==> src/rtl/jtframe_rom_client.sv <==
// Cached ROM read client: serves game reads from a 32-bit SDRAM port through a small tag cache.
// Define JTFRAME_ROM_CLIENT_2WAY_EN for two round-robin entries; default is a single entry.
module jtframe_rom_client #(
  parameter int          AW     = 16,
  parameter int          DW     = 8,
  parameter logic [21:0] OFFSET = 22'd0,
  parameter logic [1:0]  BANK   = 2'd0
)(
  input  logic          clk_sys,
  input  logic          rst_n,
  input  logic          loop_rst,
  input  logic [AW-1:0] addr,
  input  logic          cs,
  output logic [DW-1:0] dout,
  output logic          data_ok,
  output logic          sdram_req,
  output logic [21:0]   sdram_addr,
  output logic [1:0]    sdram_bank,
  input  logic          sdram_ack,
  input  logic [31:0]   data_read,
  input  logic          data_rdy
);
  localparam int LB = (DW == 16) ? 1 : 2;
  localparam int IW = AW - LB;
`ifdef JTFRAME_ROM_CLIENT_2WAY_EN
  localparam int NE = 2;
`else
  localparam int NE = 1;
`endif

  typedef enum logic [1:0] {IDLE = 2'd0, REQ = 2'd1, WAIT = 2'd2} state_t;

  state_t          state_r, state_s;
  logic [IW-1:0]   idx_s;
  logic [LB-1:0]   lane_s;
  logic            valid_r [NE];
  logic [IW-1:0]   tag_r   [NE];
  logic [31:0]     data_r  [NE];
  logic            rptr_r;
  logic [IW-1:0]   req_idx_r;
  logic            hit_s;
  logic [31:0]     hit_data_s;
  logic [DW-1:0]   lane_data_s;
  logic            fill_s;
  logic            start_s;

  function automatic logic [21:0] word_addr(input logic [IW-1:0] idx);
    logic [IW:0] w;
    w = {idx, 1'b0};
    return OFFSET + 22'(w);
  endfunction

  assign idx_s      = addr[AW-1:LB];
  assign lane_s     = addr[LB-1:0];
  assign sdram_bank = BANK;

  // Tag lookup of the current address against every valid entry
  always_comb begin
    hit_s      = 1'b0;
    hit_data_s = 32'd0;
    for (int i = 0; i < NE; i++) begin
      hit_data_s = (valid_r[i] && tag_r[i] == idx_s) ? data_r[i] : hit_data_s;
      hit_s      = hit_s | (valid_r[i] && tag_r[i] == idx_s);
    end
    lane_data_s = hit_data_s[int'(lane_s)*DW +: DW];
  end

  // Next-state logic; ack together with data_rdy in REQ fills directly
  always_comb begin
    state_s = state_r;
    fill_s  = 1'b0;
    start_s = 1'b0;
    if (loop_rst) begin
      state_s = IDLE;
    end else begin
      case (state_r)
        IDLE: begin
          if (cs && !hit_s) begin
            state_s = REQ;
            start_s = 1'b1;
          end else begin
            state_s = IDLE;
          end
        end
        REQ: begin
          if (sdram_ack && data_rdy) begin
            state_s = IDLE;
            fill_s  = 1'b1;
          end else if (sdram_ack) begin
            state_s = WAIT;
          end else begin
            state_s = REQ;
          end
        end
        WAIT: begin
          if (data_rdy) begin
            state_s = IDLE;
            fill_s  = 1'b1;
          end else begin
            state_s = WAIT;
          end
        end
        default: state_s = IDLE;
      endcase
    end
  end

  // State register and SDRAM request outputs, address latched at request start
  always_ff @(posedge clk_sys or negedge rst_n) begin
    if (!rst_n) begin
      state_r    <= IDLE;
      sdram_req  <= 1'b0;
      sdram_addr <= 22'd0;
      req_idx_r  <= '0;
    end else begin
      state_r   <= state_s;
      sdram_req <= (state_s == REQ);
      if (start_s) begin
        sdram_addr <= word_addr(idx_s);
        req_idx_r  <= idx_s;
      end
    end
  end

  // Cache fill into the replacement entry; loop_rst invalidates everything
  always_ff @(posedge clk_sys or negedge rst_n) begin
    if (!rst_n) begin
      for (int i = 0; i < NE; i++) begin
        valid_r[i] <= 1'b0;
        tag_r[i]   <= '0;
        data_r[i]  <= 32'd0;
      end
      rptr_r <= 1'b0;
    end else if (loop_rst) begin
      for (int i = 0; i < NE; i++) begin
        valid_r[i] <= 1'b0;
      end
    end else if (fill_s) begin
      for (int i = 0; i < NE; i++) begin
        if (rptr_r == 1'(i)) begin
          valid_r[i] <= 1'b1;
          tag_r[i]   <= req_idx_r;
          data_r[i]  <= data_read;
        end
      end
`ifdef JTFRAME_ROM_CLIENT_2WAY_EN
      rptr_r <= ~rptr_r;
`else
      rptr_r <= 1'b0;
`endif
    end
  end

  // Registered read data: valid only for a hit on the address presented now
  always_ff @(posedge clk_sys or negedge rst_n) begin
    if (!rst_n) begin
      data_ok <= 1'b0;
      dout    <= '0;
    end else begin
      data_ok <= cs && hit_s && !loop_rst;
      if (cs && hit_s) begin
        dout <= lane_data_s;
      end
    end
  end

endmodule

==> config.mk <==
export PLATFORM = sky130hd
export DESIGN_NAME = jtframe_rom_client
export DESIGN_NICKNAME = d
export VERILOG_FILES = /design/src/rtl/jtframe_rom_client.sv
export SDC_FILE = /design/constraint.sdc
export NUM_CORES = 1
export LEC_CHECK = 0
export ABC_AREA = 0
export ABC_CLOCK_PERIOD_IN_PS = 2000
export CAP_MARGIN = 25
export CORE_ASPECT_RATIO = 1.1
export CORE_MARGIN = 5
export CORE_UTILIZATION = 30
export CTS_CLUSTER_DIAMETER = 150
export DETAILED_ROUTE_END_ITERATION = 8
export RECOVER_POWER = 100
export SETUP_SLACK_MARGIN = 0.15
export SLEW_MARGIN = 20
export SYNTH_ARGS = -nofsm -noshare
export SYNTH_HDL_FRONTEND = slang
export SYNTH_SLANG_ARGS = --single-unit
==> constraint.sdc <==
create_clock -name clk_sys -period 2 [get_ports clk_sys]
set_input_delay 0.3 -clock clk_sys [delete_from_list [all_inputs] [get_ports clk_sys]]
set_output_delay 0.3 -clock clk_sys [all_outputs]
set_load 0.05 [all_outputs]
### Word level (Yosys, flattened, before mapping)

Index checks and enable logic that the tools add are counted.
Widths: inputs -> output; s select.

* $lt $le $gt $ge: 0
* multiply operators: 0
* mux-type cells: 16
* equality and inequality tests: 4
* bitwise operators: 1
* divide/modulo/power cells: 0
* shift-type cells: 1
* add/sub/neg operators: 0
* reductions and logical operators: 10

Operators by type and width (number)
* $mux 32: 1
* $shiftx 32x6->8: 1
* $eq 14x14->1: 1
* $mux 1: 9
* $mux 2: 4
* $pmux 2 s3: 1
* $logic_and 1x1->1: 5
* $eq 2x1->1 const B: 2
* $eq 2x2->1 const B: 1
* $logic_not 1->1: 2
* $logic_not 2->1: 1
* $pmux 1 s2: 1
* $reduce_and 2->1: 1
* $reduce_bool 2->1: 1
* $not 1->1: 1

* memories: 0
* ROM bits: 0
* output and inout port bits: 34
* bits in latches: 0
* word-level logic and storage cells: 40
* RAM bits: 0
* flip-flop bits (word level): 73
* bits of input ports: 54

### Depth between registers and ports, before layout

Gate-level depths: netlist of run 1.

* word-level depth: 8
* mapped depth: 7
* mapped depth without buffers: 5

### Least setup slack after synthesis of run 1

OpenSTA, ideal clock, no wires.

* path kind: flip-flop to flip-flop
* from: reg state_r[1]
* to: reg data_r[0] (netlist bit)
* setup slack: 0.224 ns
* buffers on the path: 2
* clock period less this slack: 1.776 ns
* cell stages (with the launch flop): 8
* data arrival time: 1.651 ns
* setup time: 0.125 ns
* data required time: 1.875 ns
* cell sequence: dfrtp_1 -> inv_1 -> ha_1 -> a21oi_1 -> nor3_1 -> buf_2 -> buf_2 -> mux2_2

* cells in the longest elaborated chain, start to end: 4
* elaborated cells on any way between the ends: 5
* those cells by class: eq/ne (2); mux (2); reduce/logical (1)

RTL lines
* start: declaration: line 33 `state_t state_r, state_s;`
* start signal: assignment: line 116 `state_r <= state_s;`
* $eq 2x2->1 or $eq 2x1->1 (tied branches): line 76 `case (state_r)`
* $pmux 1 s2 (*): line 76
* $mux 1 (*): line 73 `if (loop_rst) begin`
* $reduce_and 2->1 (no source line) (*)
* end signal: indexed assignment: line 143 `data_r[i] <= data_read;`
* end: declaration: line 38 `logic [31:0] data_r [NE];`

Mark *: on every way between the ends. The rest lies on a longest branch, timed or not.
A chain may end at the register's enable or synchronous reset.

### Worst setup path in the final report of run 1

* from: in addr[13]
* to: reg sdram_req

* cells in the longest elaborated chain, start to end: 8

RTL lines
* start: declaration: line 12 `input logic [AW-1:0] addr,`
* $eq 14x14->1: line 63 `hit_s = hit_s | (valid_r[i] && tag_r[i] == idx_s);`
* $logic_and 1x1->1: line 63
* $logic_not 1->1: line 78 `if (cs && !hit_s) begin`
* $logic_and 1x1->1: line 78
* $mux 1: line 78
* $pmux 2 s3: line 76
* $mux 2: line 73
* $eq 2x1->1: line 117 `sdram_req <= (state_s == REQ);`
* end signal: assignment: line 117
* end: declaration: line 16 `output logic sdram_req,`

No other way between the ends.

==> results_dict.tcl, run 1 <==
set metrics [dict create \
    final_hold_viol_count 0 \
    place_hpwl_um 5247 \
    cp.depth 8 \
    cp_max_fo 2 \
    clockPowerShare_pct 38.9 \
    vias 2118 \
    dieArea_um2 13090 \
    ys_ff_latch 73 \
    path_cells "clkdlybuf4s50_1 > xnor2_2 > nand4_1 > nor4_4 > clkbuf_2 > buf_4 > a2bb2oi_4 > nor4_1" \
    synth.distinct_cells 26 \
    drt_iter0_drc 46 \
    portBuffers 77 \
    grt_first_pass_wirelength_um 11920 \
    synth_edf_count 0 \
    wl_met3_um 537 \
    grt_max_degree 39 \
    top_layer "met4" \
    ir_worst_vdd_mv 0.6087 \
    switching_share_pct 27.62 \
    wl_met1_um 3369 \
    crit_path_start_kind "input pin" \
    status "complete, no violations" \
    fmax_ghz 0.5351 \
    end_kind "flop" \
    h-tree-depth 3 \
    track_usage_pct 11.94 \
    wirelength_um 7777 \
    synth_cells 212 \
    core_area_um2 10810 \
    ys_dominant_reg_cell "dfrtp_1" \
    grt-ovfl-total 0 \
    clk_latency_ns 0.33 \
    ant_nets 0 \
    syn_to_final_growth_pct 46.57 \
    syn_area_per_cell_um2 15.42 \
    antenna_found_initial 0 \
    p_int_mw 3.467 \
    fin_nets 374 \
    slew-limit-headroom_pct 36.93 \
    worstReg2RegStart "tag_r[7]$_DFFE_PN0P_" \
    synth_warnings 0 \
    slew_viol_final 0 \
    grt_pass1_vias 2299 \
    rr_worst_depth 7 \
    cts_inserted_buffers 9 \
    regToRegSetupSlack_ns 0.15 \
    fp.dieW_um 109.5 \
    setup_viol 0 \
    pin_count 88 \
    gp_congestion 0.6936 \
    drtPass1Iterations 4 \
    drive_gt1_share_pct 39.25 \
    slowest_stage "clkdlybuf4s50_1" \
    final_core_util_pct 44.33 \
    drv_cap 0 \
    startpoint "addr[13]" \
    rsz0062_at_grt "yes" \
    finClkSkew_ns 0.007433 \
    period_share_pct 93.44 \
    path_class "input pin to flop" \
    reg2reg_to "sdram_req$_DFF_PN0_" \
    layout_setup_ws_ns 0.1313 \
    insertedDiodeCount 0 \
    cpLargestDelayFamily "buffers and inverters" \
    path_clk_slew_ns 0.06 \
    die_h_um 119.5 \
    cts_buffer_depth 2 \
    p_switching_mw 1.323 \
    crit_required_ns 2.20 \
    synth_area_um2 3269 \
    seqPwrFrac_pct 39.5 \
    avgRoutedWirePerCell_um 16.62 \
    pre_cts_ws_ns -0.3598 \
    worst_pin_slew_ns 0.9460 \
    crit_end "sdram_req$_DFF_PN0_" \
    cp_slowest_stage_delay_ns 0.53 \
    cts_sinks 73 \
    cp.arrival_ns 2.07 \
    via_per_inst 4.526 \
    fin_crit_ns 1.869 \
    hold_class "input pin to flop" \
    cp_num_buf_inv 3 \
    p_leak_nw 2.178 \
    seq_area_frac_synth_pct 55.87 \
    dr_wl_met2_um 3771 \
    drcViolationCount 0 \
    cts_tree "yes" \
    async_reset_ff_share_pct 100.0 \
    powerDensity_nw_per_um2 999.5 \
    cts_root_buf "clkbuf_16" \
    core.rowCount 40 \
    p_comb_share_pct 21.5 \
    start_util_pct 30.24 \
]
==> cells in the mapped netlist, types with 2 or more instances <==
| master | n | share of area (%) |
|---|---|---|
| mux2_2 | 58 | 20 |
| xnor2_1 | 14 | 3.8 |
| nand4_1 | 6 | 1.1 |
| nor4_1 | 3 | 0.57 |
| inv_1 | 4 | 0.46 |
| nand2_1 | 2 | 0.23 |
| nor3_1 | 2 | 0.31 |
| ha_1 | 4 | 1.5 |
| mux4_2 | 8 | 5.5 |
| buf_4 | 10 | 2.3 |
| mux2_4 | 10 | 4.6 |
| dfrtp_1 | 73 | 56 |
| buf_2 | 4 | 0.61 |
| nand3_1 | 2 | 0.31 |
==> kinds of logic (layout without fill, tap and decap cells) <==
logic type / Yosys count / in the layout / share of synthesized area [%]
mux: 76 / 76 / 30.08
flops: 73 / 73 / 55.87
buf+inv: 22 / 122 / 4.094
simple gates: 19 / 19 / 3.904
xor+xnor: 14 / 14 / 3.751
fa+ha+maj: 4 / 4 / 1.531
compound gates: 3 / 3 / 0.6506
other cells: 1 / 10 / 0.1147
==> flip-flops by register name (all words and copies together) (netlist names) <==
name        flops
data_ok         1
sdram_addr     14
data_r         32
sdram_req       1
dout            8
tag_r          14
state_r         2
valid_r         1
==> power groups by stage <==
stage	Combinational [mW]	Sequential (mW)	Clock (mW)
6_report	1.03	1.89	1.86
5_1_grt	1.10	1.93	1.99
4_1_cts	1.11	1.89	1.90
3_5_place_dp	1.09	1.91	0
3_3_place_gp	1.08	1.90	0
2_1_floorplan	0.486	2.07	0
==> timing repair <==
item,4_1_cts,5_1_grt
hold buffers,1,0
endpoints found under the setup margin,49,83
pin swaps,6,6
resized for setup,14,39
hold endpoints to repair,35,0
setup buffers,1,4
gates cloned,0,4
==> layer usage <==
layer  vias up  GRT usage [%]
met5         -              0
li1        957              -
met3        10          3.658
met4         0          4.443
met2        67          19.01
met1      1084          15.17
==> how the worst min path moves through the flow <==
stage	start	to	slack, ns	cells after the start
floorplan	rst_n	data_ok$_DFF_PN0_	0.004	0
global placement	rst_n	data_r[18]$_DFFE_PN0P_	0.30	1
detailed placement	rst_n	data_r[18]$_DFFE_PN0P_	0.30	1
CTS	addr[7]	sdram_addr[6]$_DFFE_PN0P_	0.41	2
global route	addr[7]	sdram_addr[6]$_DFFE_PN0P_	0.40	2
finish	addr[7]	sdram_addr[6]$_DFFE_PN0P_	0.41	2
==> metrics by stage <==
stage	hold slack (ns)	instances	instance area, um^2	TNS, ns	power (mW)
final	0.4071	468	4792	0	4.790
after global routing	0.4037	468	4792	0	5.026
after CTS	0.4080	460	4703	0	4.905
after detailed placement	0.2976	442	4292	-7.881	2.995
after global placement	0.2962	442	4292	-6.443	2.975
after floorplan	0.004409	221	3303	0	2.559
==> layout by cell type (no fill, tap or decap), types with 2 or more instances in the layout <==
| cell type | count |
|---|---|
| nand3_1 | 2 |
| buf_12 | 5 |
| dlygate4sd3_1 | 10 |
| xnor2_1 | 2 |
| ha_1 | 3 |
| buf_4 | 12 |
| mux4_2 | 8 |
| inv_2 | 2 |
| clkbuf_16 | 11 |
| dfrtp_1 | 73 |
| conb_1 | 10 |
| bufinv_16 | 3 |
| clkbuf_2 | 2 |
| buf_6 | 3 |
| clkdlybuf4s50_1 | 48 |
| xnor2_2 | 12 |
| mux2_2 | 58 |
| nor4_1 | 3 |
| dlygate4sd2_1 | 6 |
| nand4_1 | 6 |
| inv_1 | 2 |
| clkbuf_1 | 15 |
| mux2_1 | 10 |
==> layout make-up <==
class                           count  area (um^2)
Fill cell                        1042         6018
Sequential cell                    73         1827
Timing Repair Buffer              102        969.7
Tap cell                          147        183.9
Multi-Input combinational cell    126         1453
Inverter                            4        15.01
Clock inverter                      6        115.1
Clock buffer                       10        229.0
Note: power is estimated with default switching activity, not from simulation.
==> run 2: changes to the inputs <==
- CORE_ASPECT_RATIO: 1.1 -> 0.6
==> results_dict.tcl, run 2 (synthesis gave the netlist of run 1 again) <==
set metrics [dict create \
    cts_sinks 73 \
    grt_max_degree 48 \
    gp_congestion 0.6699 \
    slew_viol_final 0 \
    placed_area_um2 4319 \
    drtPass1Iterations 3 \
    powerDensity_nw_per_um2 961.0 \
    finClkSkew_ns 0.005287 \
    cp_max_fo 2 \
    layout_setup_ws_ns 0.1250 \
    avgRoutedWirePerCell_um 17.45 \
    layout_common_cells "dfrtp_1, mux2_2, clkdlybuf4s50_1" \
    grt_first_pass_wirelength_um 12270 \
    path_clk_slew_ns 0.06 \
    nFillCells 999 \
    via_per_inst 4.459 \
    placed_cells 439 \
    clk_latency_ns 0.33 \
    startpoint "dout[3]$_DFFE_PN0N_" \
    drive_gt1_share_pct 39.08 \
    path_cells "dlygate4sd3_1" \
    portBuffers 77 \
    track_usage_pct 12.18 \
    seqCellArea_um2 1827 \
    whs_ns 0.3123 \
    largest_reg_flops 32 \
    place_hpwl_um 5427 \
    final_common_cell "dfrtp_1" \
    h-tree-depth 3 \
    largestRegisters "data_r x32, sdram_addr x14, tag_r x14" \
    drcViolationCount 0 \
    pin_count 88 \
    dieArea_um2 13150 \
    fmax_ghz 0.5333 \
    cp.arrival_ns 1.58 \
    start_util_pct 30.86 \
    path_class "flop to output port" \
    fp.dieW_um 144.8 \
    grt_pass1_vias 2209 \
    slowest_stage "dlygate4sd3_1" \
    ir_worst_vdd_mv 0.3876 \
    design_area_um2 4761 \
    top_register "data_r" \
    crit_required_ns 1.70 \
    cts_buffer_depth 2 \
    cts_tree "yes" \
    ant_nets 0 \
    worstReg2RegStart "tag_r[0]$_DFFE_PN0P_" \
    setup_viol 0 \
    die_h_um 90.87 \
    worst_pin_slew_ns 1.014 \
    fin_nets 378 \
    cpLargestDelayFamily "buffers and inverters" \
    drt_iter0_drc 55 \
    cp_num_buf_inv 1 \
    p_leak_nw 2.214 \
    wirelength_um 8098 \
    fin_crit_ns 1.875 \
    insertedDiodeCount 0 \
    crit_path_start_kind "flop" \
    rsz0062_at_grt "yes" \
    final_core_util_pct 44.93 \
    slew-limit-headroom_pct 32.40 \
    drv_cap 0 \
    syn_to_final_growth_pct 45.62 \
    instances_no_fill 464 \
    cts_root_buf "clkbuf_16" \
    period_share_pct 93.75 \
    vias 2069 \
    cts_inserted_buffers 9 \
    final_hold_viol_count 0 \
    core.rowCount 29 \
    multi_input_area_um2 1420 \
    status "complete, no violations" \
    pre_cts_ws_ns -0.3379 \
    worstHoldStart "addr[9]" \
    cp_slowest_stage_delay_ns 0.88 \
    grt-ovfl-total 0 \
    antenna_found_initial 0 \
    hold_class "input pin to flop" \
    core_area_um2 10600 \
    end_kind "output port" \
]
==> run 2: cell types whose count changed in the layout (fill, tap and decap cells not counted), sizes merged, moves of 2 or more <==
cell,before,now
clkinv,1,3
dlymetal6s2s,0,4
buf,20,26
bufinv,3,1
clkdlybuf4s50,48,45
clkinvlp,1,3
clkbuf,28,21
dlygate4sd3,10,13
==> run 2: metrics by stage <==
stage	setup TNS [ns]	total power, mW
after floorplan	0	2.559
after global routing	0	4.790
after detailed placement	-7.156	3.025
after global placement	-7.325	3.004
after CTS	0	4.651
final	0	4.575
==> run 2: per-layer routing <==
| layer | track usage (%) | wire, um |
|---|---|---|
| met5 | 0 | 0 |
| met2 | 16.30 | 3400 |
| met3 | 4.233 | 385 |
| met1 | 18.34 | 4221 |
| met4 | 3.494 | 90 |
==> run 2: worst paths after layout <==
path                                        endpoint  slack [ns]  cells past startpoint
max in group asynchronous       tag_r[1]$_DFFE_PN0P_        0.58                      3
min in group asynchronous      tag_r[13]$_DFFE_PN0P_        0.68                      2
min reg2reg                   data_r[16]$_DFFE_PN0P_        0.50                      1
min                        sdram_addr[8]$_DFFE_PN0P_        0.31                      2
max reg2reg                      dout[0]$_DFFE_PN0N_        0.17                      6
max                                          dout[3]        0.12                      1
==> run 2: final cells by class <==
class | instances | area share, %
Timing Repair Buffer | 106 | 21.60
Multi-Input combinational cell | 126 | 29.83
Clock inverter | 7 | 1.498
Clock buffer | 9 | 4.731
Inverter | 4 | 0.3154
Tap cell | 139 | 3.653
Sequential cell | 73 | 38.37
==> run 2: where the power goes <==
group	leakage, nW	switching, mW	internal (mW)
registers	0.958	0.170	1.73
logic	1.12	0.538	0.556
clock network	0.137	0.621	0.962
total	2.21	1.33	3.25
==> run 2: worst register-to-register path: stages, from the launching register on <==
cell and delay, ns:
dfrtp_1 0.41, xnor2_2 0.22, nand4_1 0.18, nor4_4 0.33, buf_4 0.17, nand2_4 0.11, mux2_2 0.30
==> run 2: repair_timing <==
action	4_1_cts	5_1_grt
endpoints found under the setup margin	26	79
hold endpoints to repair	39	0
pin swaps	6	9
buffers inserted	3	2
hold buffers	1	0
gates cloned	0	3
gates resized for setup	12	29
==> run 3: changes to the inputs <==
- GPL_TIMING_DRIVEN: unset -> 0
==> results_dict.tcl, run 3 (synthesis gave the netlist of run 1 again) <==
set metrics [dict create \
    wirelength_um 8038 \
    ir_worst_vdd_mv 0.4534 \
    rr_worst_depth 7 \
    cts_sinks 73 \
    cp_max_fo 10 \
    status "complete, no violations" \
    reg2reg_to "sdram_addr[9]$_DFFE_PN0P_" \
    ant_nets 0 \
    cp_slowest_stage_delay_ns 0.40 \
    startpoint "tag_r[5]$_DFFE_PN0P_" \
    avgRoutedWirePerCell_um 17.29 \
    core_area_um2 10600 \
    slowest_stage "dfrtp_1" \
    crit_path_start_kind "flop" \
    clk_latency_ns 0.33 \
    crit_required_ns 2.21 \
    regToRegSetupSlack_ns 0.04 \
    grt_pass1_vias 2275 \
    path_class "flop to flop" \
    final_common_cell "dfrtp_1" \
    fin_nets 381 \
    die_h_um 90.87 \
    via_per_inst 4.514 \
    vias 2099 \
    grt-ovfl-total 0 \
    p_leak_nw 2.235 \
    cts_inserted_buffers 9 \
    insertedDiodeCount 0 \
    dieArea_um2 13150 \
    worst_pin_slew_ns 0.9258 \
    grt_max_degree 39 \
    final_hold_viol_count 0 \
    cts_tree "yes" \
    cts_buffer_depth 2 \
    drt_iter0_drc 92 \
    grt_first_pass_wirelength_um 12490 \
    crit_end "sdram_addr[9]$_DFFE_PN0P_" \
    instances_no_fill 465 \
    cp.arrival_ns 2.17 \
    antenna_found_initial 0 \
    finClkSkew_ns 0.007330 \
    period_share_pct 98.24 \
    gp_congestion 0.7893 \
    fmax_ghz 0.5090 \
    placed_cells 436 \
    pin_count 88 \
    cts_root_buf "clkbuf_16" \
    drtPass1Iterations 4 \
    track_usage_pct 12.49 \
    powerDensity_nw_per_um2 959.1 \
    worstHoldStart "addr[6]" \
    fp.dieW_um 144.8 \
    slew-limit-headroom_pct 38.28 \
    path_cells "xnor2_2 > nand4_1 > nor4_4 > buf_4 > nor3_4 > buf_8 > mux2_4" \
    core.rowCount 29 \
    drv_cap 0 \
    largest_reg_flops 32 \
    slew_viol_final 0 \
    fin_crit_ns 1.965 \
    portBuffers 75 \
    total_power_mw 4.630 \
    layout_common_cells "dfrtp_1, clkdlybuf4s50_1, mux2_2" \
    rsz0062_at_grt "yes" \
    nFillCells 958 \
    hold_class "input pin to flop" \
    place_hpwl_um 5758 \
    start_util_pct 30.86 \
    h-tree-depth 3 \
    drcViolationCount 0 \
    worstReg2RegStart "tag_r[5]$_DFFE_PN0P_" \
    end_kind "flop" \
    syn_to_final_growth_pct 47.65 \
    setup_viol 0 \
    largestRegisters "data_r x32, sdram_addr x14, tag_r x14" \
    drive_gt1_share_pct 42.02 \
    path_clk_slew_ns 0.06 \
    top_register "data_r" \
]
## run 3: cell types whose count changed in the layout (fill, tap and decap cells not counted), sizes merged, moves of 3 or more
cell	delta
clkinv	-3
dlygate4sd2	-3
clkdlybuf4s50	+18
dlygate4sd3	-12
buf	+3
## run 3: repair_timing
| action | in CTS | in global routing |
|---|---|---|
| hold buffers | 1 | 0 |
| gates cloned | 0 | 2 |
| setup buffers | 6 | 6 |
| setup endpoints to repair | 62 | 77 |
| pin swaps | 7 | 7 |
| resized for setup | 17 | 25 |
| endpoints found under the hold margin | 35 | 0 |
## run 3: cell type report
| cell class | instances | area, um^2 | area share [%] |
|---|---|---|---|
| plain buffers | 18 | 168.9 | 3.499 |
| clock buffers | 11 | 232.7 | 4.821 |
| clock inverters | 3 | 67.56 | 1.400 |
| inverters | 4 | 15.01 | 0.3110 |
| multi-input cells | 126 | 1436 | 29.76 |
| flip-flops and latches | 73 | 1827 | 37.84 |
| well taps | 139 | 173.9 | 3.603 |
| repair buffers | 91 | 905.9 | 18.77 |
## run 3: worst max-delay path, delay by kind of cell (launching register included)
kind / cells / cell delay, ns
XOR/XNOR: 1 / 0.23
buffers and inverters: 2 / 0.36
flip-flops: 1 / 0.40
multiplexers: 1 / 0.30
AND/OR/NAND/NOR: 3 / 0.55
## run 3: how the worst min path moves through the flow
stage / cells after the start / end / slack (ns)
after floorplan: 0 / data_ok$_DFF_PN0_ / 0.004
after global placement: 1 / data_r[25]$_DFFE_PN0P_ / 0.48
after detailed placement: 1 / tag_r[7]$_DFFE_PN0P_ / 0.29
after CTS: 2 / sdram_addr[10]$_DFFE_PN0P_ / 0.41
after global routing: 2 / sdram_addr[5]$_DFFE_PN0P_ / 0.35
final: 2 / sdram_addr[5]$_DFFE_PN0P_ / 0.33
## run 3: through the flow
step	util [%]	hold WS, ns	TNS [ns]	area, um^2	setup slack [ns]
6_report	45.56	0.3281	0	4827	0.03521
5_1_grt	45.56	0.3499	-0.1343	4827	-0.02370
4_1_cts	44.01	0.4135	0	4663	0.03464
3_5_place_dp	40.07	0.2912	-22.84	4245	-0.4847
3_3_place_gp	39.90	0.4849	-166.33	4228	-1.994
2_1_floorplan	-	0.004409	0	3303	0.2243
## run 3: metal layers
metal  share of wire, %  routed length, um  up-vias  global-route usage (%)
li1                   -                  -      961                       -
met3                6.6                532       11                   4.444
met5                  0                  0        -                       0
met2                 41               3324       59                   16.76
met4                1.4                111        0                   3.804
met1                 51               4069     1068                   18.60
## run 3: power breakdown
| part | total, mW | leakage, nW | switching, mW | internal (mW) |
|---|---|---|---|---|
| registers | 1.89 | 0.958 | 0.158 | 1.73 |
| clock network | 1.65 | 0.142 | 0.568 | 1.08 |
| logic | 1.10 | 1.13 | 0.529 | 0.569 |
